<file path="src/rtl/ft_stream_rx.sv">
// Host-end FT byte-stream receiver: issues GET_CFG/STRT_ST/STOP_ST, parses the
// config reply and line packets, and forwards pixel bytes with line markers.
module ft_stream_rx #(
    parameter int IM_X       = 640,
    parameter int IM_Y       = 480,
    parameter int COLOR_MODE = 1,
    localparam int LB  = COLOR_MODE * IM_X,
    localparam int PCW = $clog2(LB + 1),
    localparam int LW  = (IM_Y > 1) ? $clog2(IM_Y) : 1
) (
    input  logic          clk,
    input  logic          rst,
    input  logic          cmd_valid,
    input  logic [7:0]    cmd,
    output logic          cmd_ready,
    output logic          tx_valid,
    output logic [7:0]    tx_data,
    input  logic          tx_ready,
    input  logic          rx_valid,
    input  logic [7:0]    rx_data,
    output logic          rx_ready,
    output logic          pix_valid,
    output logic [7:0]    pix_data,
    output logic          pix_sol,
    output logic          pix_eol,
    input  logic          pix_ready,
    output logic [LW-1:0] line_idx,
    output logic          cfg_valid,
    output logic [15:0]   cfg_im_x,
    output logic [15:0]   cfg_im_y,
    output logic          cfg_err,
    output logic          err_sync,
    output logic          err_line,
    output logic          frame_done
);
    localparam logic [7:0]     CMD_GET   = 8'h01;
    localparam logic [7:0]     CMD_STRT  = 8'h11;
    localparam logic [7:0]     CMD_STOP  = 8'h0f;
    localparam logic [7:0]     PKT_ID    = (COLOR_MODE == 2) ? 8'hBB : 8'hAA;
    localparam logic [PCW-1:0] PIX_LAST  = PCW'(LB - 1);
    localparam logic [LW-1:0]  LINE_LAST = LW'(IM_Y - 1);

    typedef enum logic [2:0] {
        S_IDLE, S_SEND_CMD, S_CFG_RX, S_HDR_ID, S_HDR_LN, S_PIX, S_STOP_WAIT
    } state_t;

    state_t         state_q, state_d;
    logic           tx_valid_q, tx_valid_d;
    logic [7:0]     tx_data_q, tx_data_d;
    logic [2:0]     byte_cnt_q, byte_cnt_d;
    logic [7:0]     cfg_id_q, cfg_id_d;
    logic [15:0]    cfg_x_q, cfg_x_d;
    logic [7:0]     cfg_ylo_q, cfg_ylo_d;
    logic [15:0]    cfg_im_x_q, cfg_im_x_d;
    logic [15:0]    cfg_im_y_q, cfg_im_y_d;
    logic           cfg_valid_q, cfg_valid_d;
    logic           cfg_err_q, cfg_err_d;
    logic           err_sync_q, err_sync_d;
    logic           err_line_q, err_line_d;
    logic           frame_done_q, frame_done_d;
    logic [LW-1:0]  line_cnt_q, line_cnt_d;
    logic [PCW-1:0] pix_cnt_q, pix_cnt_d;

    logic       in_pix, cmd_legal, cmd_hs, rx_hs, tx_hs, pix_hs, eol_hs;
    logic [7:0] line_lo;
    logic [15:0] rx_y;

    if (LW >= 8) begin : g_lo_wide
        assign line_lo = line_cnt_q[7:0];
    end else begin : g_lo_narrow
        assign line_lo = {{(8 - LW){1'b0}}, line_cnt_q};
    end

    assign in_pix    = (state_q == S_PIX) || (state_q == S_STOP_WAIT);
    assign cmd_legal = (cmd == CMD_GET) || (cmd == CMD_STRT) || (cmd == CMD_STOP);
    assign pix_valid = in_pix && rx_valid;
    assign pix_data  = rx_data;
    assign pix_sol   = in_pix && (pix_cnt_q == '0);
    assign pix_eol   = in_pix && (pix_cnt_q == PIX_LAST);

    // In the pixel states a pending tx byte can only be the STOP command.
    always_comb begin
        cmd_ready = 1'b0;
        rx_ready  = 1'b0;
        case (state_q)
            S_IDLE:             begin cmd_ready = 1'b1; rx_ready = 1'b1; end
            S_CFG_RX, S_HDR_LN: rx_ready = 1'b1;
            S_HDR_ID:           begin rx_ready = 1'b1; cmd_ready = (cmd == CMD_STOP); end
            S_PIX:              begin rx_ready = pix_ready; cmd_ready = (cmd == CMD_STOP) && !tx_valid_q; end
            S_STOP_WAIT:        rx_ready = pix_ready;
            default:            ;
        endcase
    end

    assign cmd_hs = cmd_valid && cmd_ready;
    assign rx_hs  = rx_valid && rx_ready;
    assign tx_hs  = tx_valid_q && tx_ready;
    assign pix_hs = in_pix && rx_hs;
    assign eol_hs = pix_hs && pix_eol;
    assign rx_y   = {rx_data, cfg_ylo_q};

    always_comb begin
        state_d      = state_q;
        tx_valid_d   = tx_valid_q;
        tx_data_d    = tx_data_q;
        byte_cnt_d   = byte_cnt_q;
        cfg_id_d     = cfg_id_q;
        cfg_x_d      = cfg_x_q;
        cfg_ylo_d    = cfg_ylo_q;
        cfg_im_x_d   = cfg_im_x_q;
        cfg_im_y_d   = cfg_im_y_q;
        cfg_err_d    = cfg_err_q;
        line_cnt_d   = line_cnt_q;
        pix_cnt_d    = pix_cnt_q;
        cfg_valid_d  = 1'b0;
        err_sync_d   = 1'b0;
        err_line_d   = 1'b0;
        frame_done_d = 1'b0;
        case (state_q)
            S_IDLE: if (cmd_hs && cmd_legal) begin
                tx_valid_d = 1'b1;
                tx_data_d  = cmd;
                state_d    = S_SEND_CMD;
            end
            S_SEND_CMD: if (tx_hs) begin
                tx_valid_d = 1'b0;
                case (tx_data_q)
                    CMD_GET:  begin state_d = S_CFG_RX; byte_cnt_d = '0; end
                    CMD_STRT: begin state_d = S_HDR_ID; line_cnt_d = '0; pix_cnt_d = '0; end
                    default:  state_d = S_IDLE;
                endcase
            end
            S_CFG_RX: if (rx_hs) begin
                byte_cnt_d = byte_cnt_q + 3'd1;
                case (byte_cnt_q)
                    3'd0:    cfg_id_d       = rx_data;
                    3'd1:    cfg_x_d[7:0]   = rx_data;
                    3'd2:    cfg_x_d[15:8]  = rx_data;
                    3'd3:    cfg_ylo_d      = rx_data;
                    default: begin
                        cfg_im_x_d  = cfg_x_q;
                        cfg_im_y_d  = rx_y;
                        cfg_valid_d = 1'b1;
                        cfg_err_d   = (cfg_id_q != PKT_ID) || (cfg_x_q != 16'(IM_X)) ||
                                      (rx_y != 16'(IM_Y));
                        state_d     = S_IDLE;
                    end
                endcase
            end
            S_HDR_ID: if (cmd_hs) begin
                tx_valid_d = 1'b1;
                tx_data_d  = CMD_STOP;
                state_d    = S_SEND_CMD;
            end else if (rx_hs) begin
                if (rx_data == PKT_ID) state_d = S_HDR_LN;
                else                   err_sync_d = 1'b1;
            end
            S_HDR_LN: if (rx_hs) begin
                err_line_d = (rx_data != line_lo);
                state_d    = S_PIX;
            end
            S_PIX, S_STOP_WAIT: begin
                if (cmd_hs) begin
                    tx_valid_d = 1'b1;
                    tx_data_d  = CMD_STOP;
                end
                if (tx_hs) tx_valid_d = 1'b0;
                if (pix_hs) pix_cnt_d = pix_eol ? '0 : pix_cnt_q + 1'b1;
                if (eol_hs) begin
                    if (line_cnt_q == LINE_LAST) begin
                        line_cnt_d   = '0;
                        frame_done_d = 1'b1;
                    end else begin
                        line_cnt_d = line_cnt_q + 1'b1;
                    end
                    // A STOP still waiting on the link finishes in SEND_CMD.
                    if (state_q == S_STOP_WAIT || tx_hs) state_d = S_IDLE;
                    else if (tx_valid_d)                 state_d = S_SEND_CMD;
                    else                                 state_d = S_HDR_ID;
                end else if (state_q == S_PIX && tx_hs) begin
                    state_d = S_STOP_WAIT;
                end
            end
            default: state_d = S_IDLE;
        endcase
    end

    always_ff @(posedge clk or posedge rst) begin
        if (rst) begin
            state_q      <= S_IDLE;
            tx_valid_q   <= 1'b0;
            tx_data_q    <= '0;
            byte_cnt_q   <= '0;
            cfg_id_q     <= '0;
            cfg_x_q      <= '0;
            cfg_ylo_q    <= '0;
            cfg_im_x_q   <= '0;
            cfg_im_y_q   <= '0;
            cfg_valid_q  <= 1'b0;
            cfg_err_q    <= 1'b0;
            err_sync_q   <= 1'b0;
            err_line_q   <= 1'b0;
            frame_done_q <= 1'b0;
            line_cnt_q   <= '0;
            pix_cnt_q    <= '0;
        end else begin
            state_q      <= state_d;
            tx_valid_q   <= tx_valid_d;
            tx_data_q    <= tx_data_d;
            byte_cnt_q   <= byte_cnt_d;
            cfg_id_q     <= cfg_id_d;
            cfg_x_q      <= cfg_x_d;
            cfg_ylo_q    <= cfg_ylo_d;
            cfg_im_x_q   <= cfg_im_x_d;
            cfg_im_y_q   <= cfg_im_y_d;
            cfg_valid_q  <= cfg_valid_d;
            cfg_err_q    <= cfg_err_d;
            err_sync_q   <= err_sync_d;
            err_line_q   <= err_line_d;
            frame_done_q <= frame_done_d;
            line_cnt_q   <= line_cnt_d;
            pix_cnt_q    <= pix_cnt_d;
        end
    end

    assign tx_valid   = tx_valid_q;
    assign tx_data    = tx_data_q;
    assign line_idx   = line_cnt_q;
    assign cfg_valid  = cfg_valid_q;
    assign cfg_im_x   = cfg_im_x_q;
    assign cfg_im_y   = cfg_im_y_q;
    assign cfg_err    = cfg_err_q;
    assign err_sync   = err_sync_q;
    assign err_line   = err_line_q;
    assign frame_done = frame_done_q;
endmodule

</file>
<file path="config.mk">
export PLATFORM = sky130hd
export DESIGN_NAME = ft_stream_rx
export DESIGN_NICKNAME = d
export VERILOG_FILES = /design/src/rtl/ft_stream_rx.sv
export SDC_FILE = /design/constraint.sdc
export NUM_CORES = 1
export LEC_CHECK = 0
export ABC_AREA = 0
export CORE_ASPECT_RATIO = 0.8
export CORE_MARGIN = 5
export CORE_UTILIZATION = 53
export DETAILED_ROUTE_END_ITERATION = 6
export PLACE_DENSITY = 0.91
export SLEW_MARGIN = 10
export SYNTH_ARGS = -nofsm -noshare
export SYNTH_HDL_FRONTEND = slang
export SYNTH_SLANG_ARGS = --single-unit
</file>
<file path="constraint.sdc">
create_clock -name clk -period 3.7 [get_ports clk]
set_input_delay 0.74 -clock clk [delete_from_list [all_inputs] [get_ports clk]]
set_output_delay 0.74 -clock clk [all_outputs]
set_load 0.02 [all_outputs]
</file>
==> impl_metrics.json, run 1 <==
{
  "finalWeightedCongestion": 0.868,
  "powerDensity_nw_per_um2": 692,
  "cts_made_buffers": 9,
  "synth_flop_cell": "dfrtp_1",
  "min-delay-path-class": "flip-flop to flip-flop",
  "worstMarginPinSlew_ps": 1140,
  "p_int_mw": 2.82,
  "status": "complete, no violations",
  "syn_to_final_growth_pct": 25.8,
  "cts_root_buf": "clkbuf_16",
  "crit_chain": "clkdlybuf4s50_1 > nor4b_2 > o2111ai_1 > nand2_1 > clkdlybuf4s50_1",
  "grt_start_max_net_pins": 84,
  "ant_nets": 0,
  "post-cts-setup-buffers": 0,
  "critPathArrivalTime_ps": 2590,
  "final_hold_viol_count": 0,
  "fmax_ghz": 0.300,
  "syn-num-nets": 476,
  "clk_latency_ps": 340,
  "num_antenna_cells": 0,
  "synth_cells": 446,
  "rsz0062_at_grt": "no",
  "p_comb_share_pct": 38.6,
  "drt-total-wl_um": 12800,
  "worstPathMaxFanout": 5,
  "finalNetCount": 560,
  "pin_count": 90,
  "skew_ps": 8.04,
  "antenna_found_initial": 0,
  "slowest_stage": "clkdlybuf4s50_1",
  "relSlewSlack_pct": 23.9,
  "ys_seq_area_share_pct": 50.8,
  "fillers": 692,
  "mappedNetlistArea_um2": 5070,
  "cpPeakStageDelay_ps": 610,
  "final_cells": 654,
  "clk_path_buf_depth": 2,
  "synth_enable_flop_cells": 0,
  "critPathKind": "input port to output pin",
  "die_area_um2": 11600,
  "dp_hpwl_um": 8950,
  "path_common_cell": "clkdlybuf4s50_1",
  "seq_power_share_pct": 38.6,
  "switching_share_pct": 36.2,
  "cts_resized": 0,
  "routedWlPerCell_um": 19.5,
  "die_h_um": 97.5,
  "die_w_um": 119,
  "drv_slew": 0,
  "p_switching_mw": 1.60,
  "end_kind": "output pin",
  "setup_viol": 0,
  "period_minus_slack_ps": 3330,
  "setup_tns_ps": 0,
  "yosys.cell_types.count": 66,
  "grt_pass1_wl_um": 21000,
  "portBuffers": 89,
  "peakVddDrop_mv": 0.362,
  "critical_path_required_ps": 2960,
  "cts_max_level": 3,
  "start_kind": "input port",
  "place_inst": 638,
  "drc": 0,
  "num_vias": 3968,
  "grt_pass1_vias": 4101,
  "gr-usage-all-layers_pct": 22.2,
  "p_leak_nw": 2.86,
  "hold_buffers": 0,
  "initial_utilization_pct": 53.4,
  "cts_tree": "built",
  "drtIter0Drc": 362,
  "firstDrtPassIters": 6,
  "maxCapViolCount": 0,
  "clock_power_share_pct": 22.8,
  "syn_area_per_cell_um2": 11.4,
  "async_flop_share_pct": 100,
  "grt_overflow": 0,
  "fp-row-count": 32,
  "min_period_over_period_pct": 90.0,
  "drive_gt1_share_pct": 19.6,
  "coreArea_um2": 9490,
  "synth_seq_cells": 103,
  "yosys_warnings": 0,
  "clock-sinks": 103,
  "viasPerCell": 6.07,
  "clkTransAtPathRegs_ps": 70
}
## critical path: cells and delay by family
kind                   cells  cell delay (ps)
AO/OA/AOI/OAI              1              230
buffers and inverters      2             1020
AND/OR/NAND/NOR            2              600
## flip-flops by register name (all words and copies together), names as in the netlist, 3 cells and up
register and cells:
cfg_im_y 16, line_idx 9, state_q 3, cfg_x_q 16, pix_cnt_q 10, cfg_im_x 16
cfg_ylo_q 8, byte_cnt_q 3, cfg_id_q 8, tx_data 8
## layout make-up
type / instances / area (um2) / share of cell area, %
sequential: 103 / 2580 / 40.4
multi-input combinational: 297 / 2270 / 35.5
timing repair buffer: 104 / 1000 / 15.7
clock buffer: 9 / 225 / 3.53
tap: 119 / 149 / 2.33
clock inverter: 7 / 97.6 / 1.53
inverter: 15 / 58.8 / 0.922
## layer usage
metal,vias to the layer above,part of all wire (%),track usage (%)
met5,-,0,0
met3,22,6.9,6.17
met1,1969,43,28.3
li1,1797,-,-
met4,0,1.8,6.16
met2,180,49,37.3
## path summary, 6_finish.rpt
path	slack, ps	endpoint	startpoint	depth (start not counted)
setup / recovery	370	cmd_ready	cmd[5]	5
hold / removal	490	cfg_im_y[15]$_DFFE_PP0P_	cfg_im_y[15]$_DFFE_PP0P_	2
setup reg to reg	1040	state_q[2]$_DFFE_PP0P_	byte_cnt_q[0]$_DFFE_PP0P_	7
hold reg to reg	490	cfg_im_y[15]$_DFFE_PP0P_	cfg_im_y[15]$_DFFE_PP0P_	2
max in group asynchronous	1930	tx_valid$_DFFE_PP0P_	rst	3
min in group asynchronous	990	cfg_im_x[10]$_DFFE_PP0P_	rst	2
## synthesized netlist by cell type, drive strengths merged, types with 5 or more instances
cell type	instances	share of area, %
dfrtp	103	51
mux2	64	14
nand2	27	2.0
nor2	21	1.6
o21ai	20	2.0
buf	18	2.5
nor4	16	2.1
inv	15	1.1
nand3	15	1.5
clkbuf	13	0.99
xor2	10	1.7
and3	9	1.1
ha	8	2.0
nor3	8	1.0
and2	7	0.86
nor3b	6	0.89
a21boi	5	0.74
a21oi	5	0.49
nand4	5	0.62
o31ai	5	0.74
## cells by family after synthesis
logic type | synth area share (%)
and+or+nand+nor | 15.7
DFF | 50.8
AOI/OAI and AO/OA | 10.2
muxes | 14.4
buffers and inverters | 4.64
xor gates and xnor gates | 2.25
adders and majority gates | 1.97
## layout by cell type, fill, tap and decap left out, drive strengths merged, types with 6 or more instances in the layout
cell type,instances
nor4,16
and2,7
nand2,27
dfrtp,103
nor2,21
and3,9
xor2,10
buf,15
ha,8
inv,19
nand3,15
nor3b,6
clkdlybuf4s50,89
o21ai,20
mux2,64
nor3,8
clkbuf,9
## power groups by stage
stage               Clock, mW  Combinational [mW]  Sequential (mW)
CTS                      1.02                1.70             1.70
detailed placement          0                1.68             1.72
finish                   1.01                1.70             1.70
floorplan                   0               0.872             1.85
global route             1.07                1.83             1.74
global placement            0                1.60             1.69
## stage by stage
stage	util (%)	area (um2)	setup slack [ps]	power [mW]	hold slack, ps
global placement	63.8	6050	468	3.29	469
global route	67.2	6380	239	4.63	515
floorplan	-	5070	256	2.72	460
detailed placement	63.8	6050	376	3.40	481
finish	67.2	6380	370	4.41	494
CTS	67.2	6380	371	4.43	498
Note: power is estimated with default switching activity, not from simulation.
==> run 2: changes to the inputs <==
--- a/config.mk
+++ b/config.mk
@@ -10,6 +10,7 @@
 export CORE_MARGIN = 5
 export CORE_UTILIZATION = 53
 export DETAILED_ROUTE_END_ITERATION = 6
+export GPL_ROUTABILITY_DRIVEN = 0
 export PLACE_DENSITY = 0.91
 export SLEW_MARGIN = 10
 export SYNTH_ARGS = -nofsm -noshare
==> results of run 2 <==
The final DEF is identical to that of run 1; final timing and power are the same.
==> run 3: changes to the inputs <==
--- a/config.mk
+++ b/config.mk
@@ -6,7 +6,7 @@
 export NUM_CORES = 1
 export LEC_CHECK = 0
 export ABC_AREA = 0
-export CORE_ASPECT_RATIO = 0.8
+export CORE_ASPECT_RATIO = 0.9
 export CORE_MARGIN = 5
 export CORE_UTILIZATION = 53
 export DETAILED_ROUTE_END_ITERATION = 6
==> impl_metrics.json, run 3 (synthesized netlist as in run 1, its figures left out) <==
{
  "status": "complete, no violations",
  "drv_slew": 0,
  "initial_utilization_pct": 54.8,
  "p_leak_nw": 2.79,
  "start_kind": "flip-flop",
  "final_cells": 652,
  "viasPerCell": 5.95,
  "fp-row-count": 33,
  "min_path_cells": 1,
  "place_inst": 636,
  "antenna_found_initial": 0,
  "firstDrtPassIters": 4,
  "portBuffers": 89,
  "placed_cell_area_um2": 6030,
  "layout_commonest_cell": "dfrtp_1",
  "drive_gt1_share_pct": 18.9,
  "grt_start_max_net_pins": 56,
  "fillers": 690,
  "drt-total-wl_um": 11900,
  "routedWlPerCell_um": 18.2,
  "syn_to_final_growth_pct": 23.2,
  "min_period_over_period_pct": 92.9,
  "crit_path_end": "pix_sol",
  "coreArea_um2": 9250,
  "maxCapViolCount": 0,
  "cts_resized": 0,
  "num_vias": 3882,
  "r2r_cells": 5,
  "cts_root_buf": "clkbuf_8",
  "drtIter0Drc": 271,
  "pin_count": 90,
  "cts_max_level": 3,
  "rsz0062_at_grt": "no",
  "setup_tns_ps": 0,
  "worstMarginPinSlew_ps": 1080,
  "gr-usage-all-layers_pct": 21.0,
  "peakVddDrop_mv": 0.464,
  "design_area_um2": 6250,
  "grt_overflow": 0,
  "powerDensity_nw_per_um2": 655,
  "final_cell_mix": "103 x dfrtp_1, 89 x clkdlybuf4s50_1, 63 x mux2_2",
  "finalNetCount": 555,
  "ant_nets": 0,
  "holdWs_ps": 503,
  "fmax_ghz": 0.291,
  "critPathKind": "flip-flop to output pin",
  "worstPathMaxFanout": 23,
  "cts_tree": "built",
  "cts_made_buffers": 9,
  "die_w_um": 113,
  "end_kind": "output pin",
  "setup_viol": 0,
  "multi_input_area_um2": 2270,
  "fin_util_pct": 67.5,
  "rrSetupSlack_ps": 980,
  "drc": 0,
  "period_minus_slack_ps": 3440,
  "worstReg2RegStart": "state_q[2]$_DFFE_PP0P_",
  "num_antenna_cells": 0,
  "startpoint": "state_q[2]$_DFFE_PP0P_",
  "die_area_um2": 11600,
  "critPathArrivalTime_ps": 2700,
  "skew_ps": 12.1,
  "final_hold_viol_count": 0,
  "seq_area_um2": 2580,
  "r2r-end": "line_idx[3]$_DFFE_PP0P_",
  "hold_buffers": 0,
  "grt_pass1_wl_um": 19500,
  "post-cts-setup-buffers": 0,
  "grt_pass1_vias": 3871,
  "min-delay-path-class": "flip-flop to flip-flop",
  "die_h_um": 103,
  "relSlewSlack_pct": 28.0,
  "clock-sinks": 103,
  "clk_latency_ps": 370,
  "critical_path_required_ps": 2960,
  "dp_hpwl_um": 8540,
  "clkTransAtPathRegs_ps": 100,
  "clk_path_buf_depth": 2
}
run 3: worst min path at each step:
stage | from | to | slack [ps]
6_report | cfg_id_q[3]$_DFFE_PP0P_ | cfg_id_q[3]$_DFFE_PP0P_ | 500
5_1_grt | cfg_im_y[8]$_DFFE_PP0P_ | cfg_im_y[8]$_DFFE_PP0P_ | 540
4_1_cts | cfg_id_q[3]$_DFFE_PP0P_ | cfg_id_q[3]$_DFFE_PP0P_ | 510
3_5_place_dp | cfg_id_q[3]$_DFFE_PP0P_ | cfg_id_q[3]$_DFFE_PP0P_ | 490
3_3_place_gp | cfg_err$_DFFE_PP0P_ | cfg_err$_DFFE_PP0P_ | 470
2_1_floorplan | cfg_ylo_q[7]$_DFFE_PP0P_ | cfg_ylo_q[7]$_DFFE_PP0P_ | 460
run 3: layer usage:
metal  wire [um]  GRT usage (%)  share of wire, %
met3         967           5.93               8.1
met2        5780           35.7                49
met5           0              0                 0
met4         211           6.19               1.8
met1        4930           26.5                41
run 3: cell type report:
cell class,instances,area share [%]
Multi-Input combinational cell,297,36.3
Clock inverter,7,1.44
Inverter,15,0.941
Tap cell,122,2.44
Sequential cell,103,41.3
Timing Repair Buffer,99,15.7
Clock buffer,9,1.98
run 3: worst max-delay path, stage by stage (launching register included):
cell	delay (ps)
dfrtp_1	760
nand2_1	200
or4_1	440
nor4_1	260
clkdlybuf4s50_1	670
run 3: power by group:
part | switching, mW | internal, mW | total (mW)
clock | 0.413 | 0.329 | 0.742
combinational | 0.839 | 0.792 | 1.63
sequential | 0.260 | 1.46 | 1.72
total | 1.51 | 2.58 | 4.09
run 3: per-stage QoR:
step	total power, mW	worst slack (ps)
after floorplan	2.72	256
after detailed placement	3.36	375
after global placement	3.27	437
after CTS	4.11	305
final	4.09	264
after global routing	4.33	179
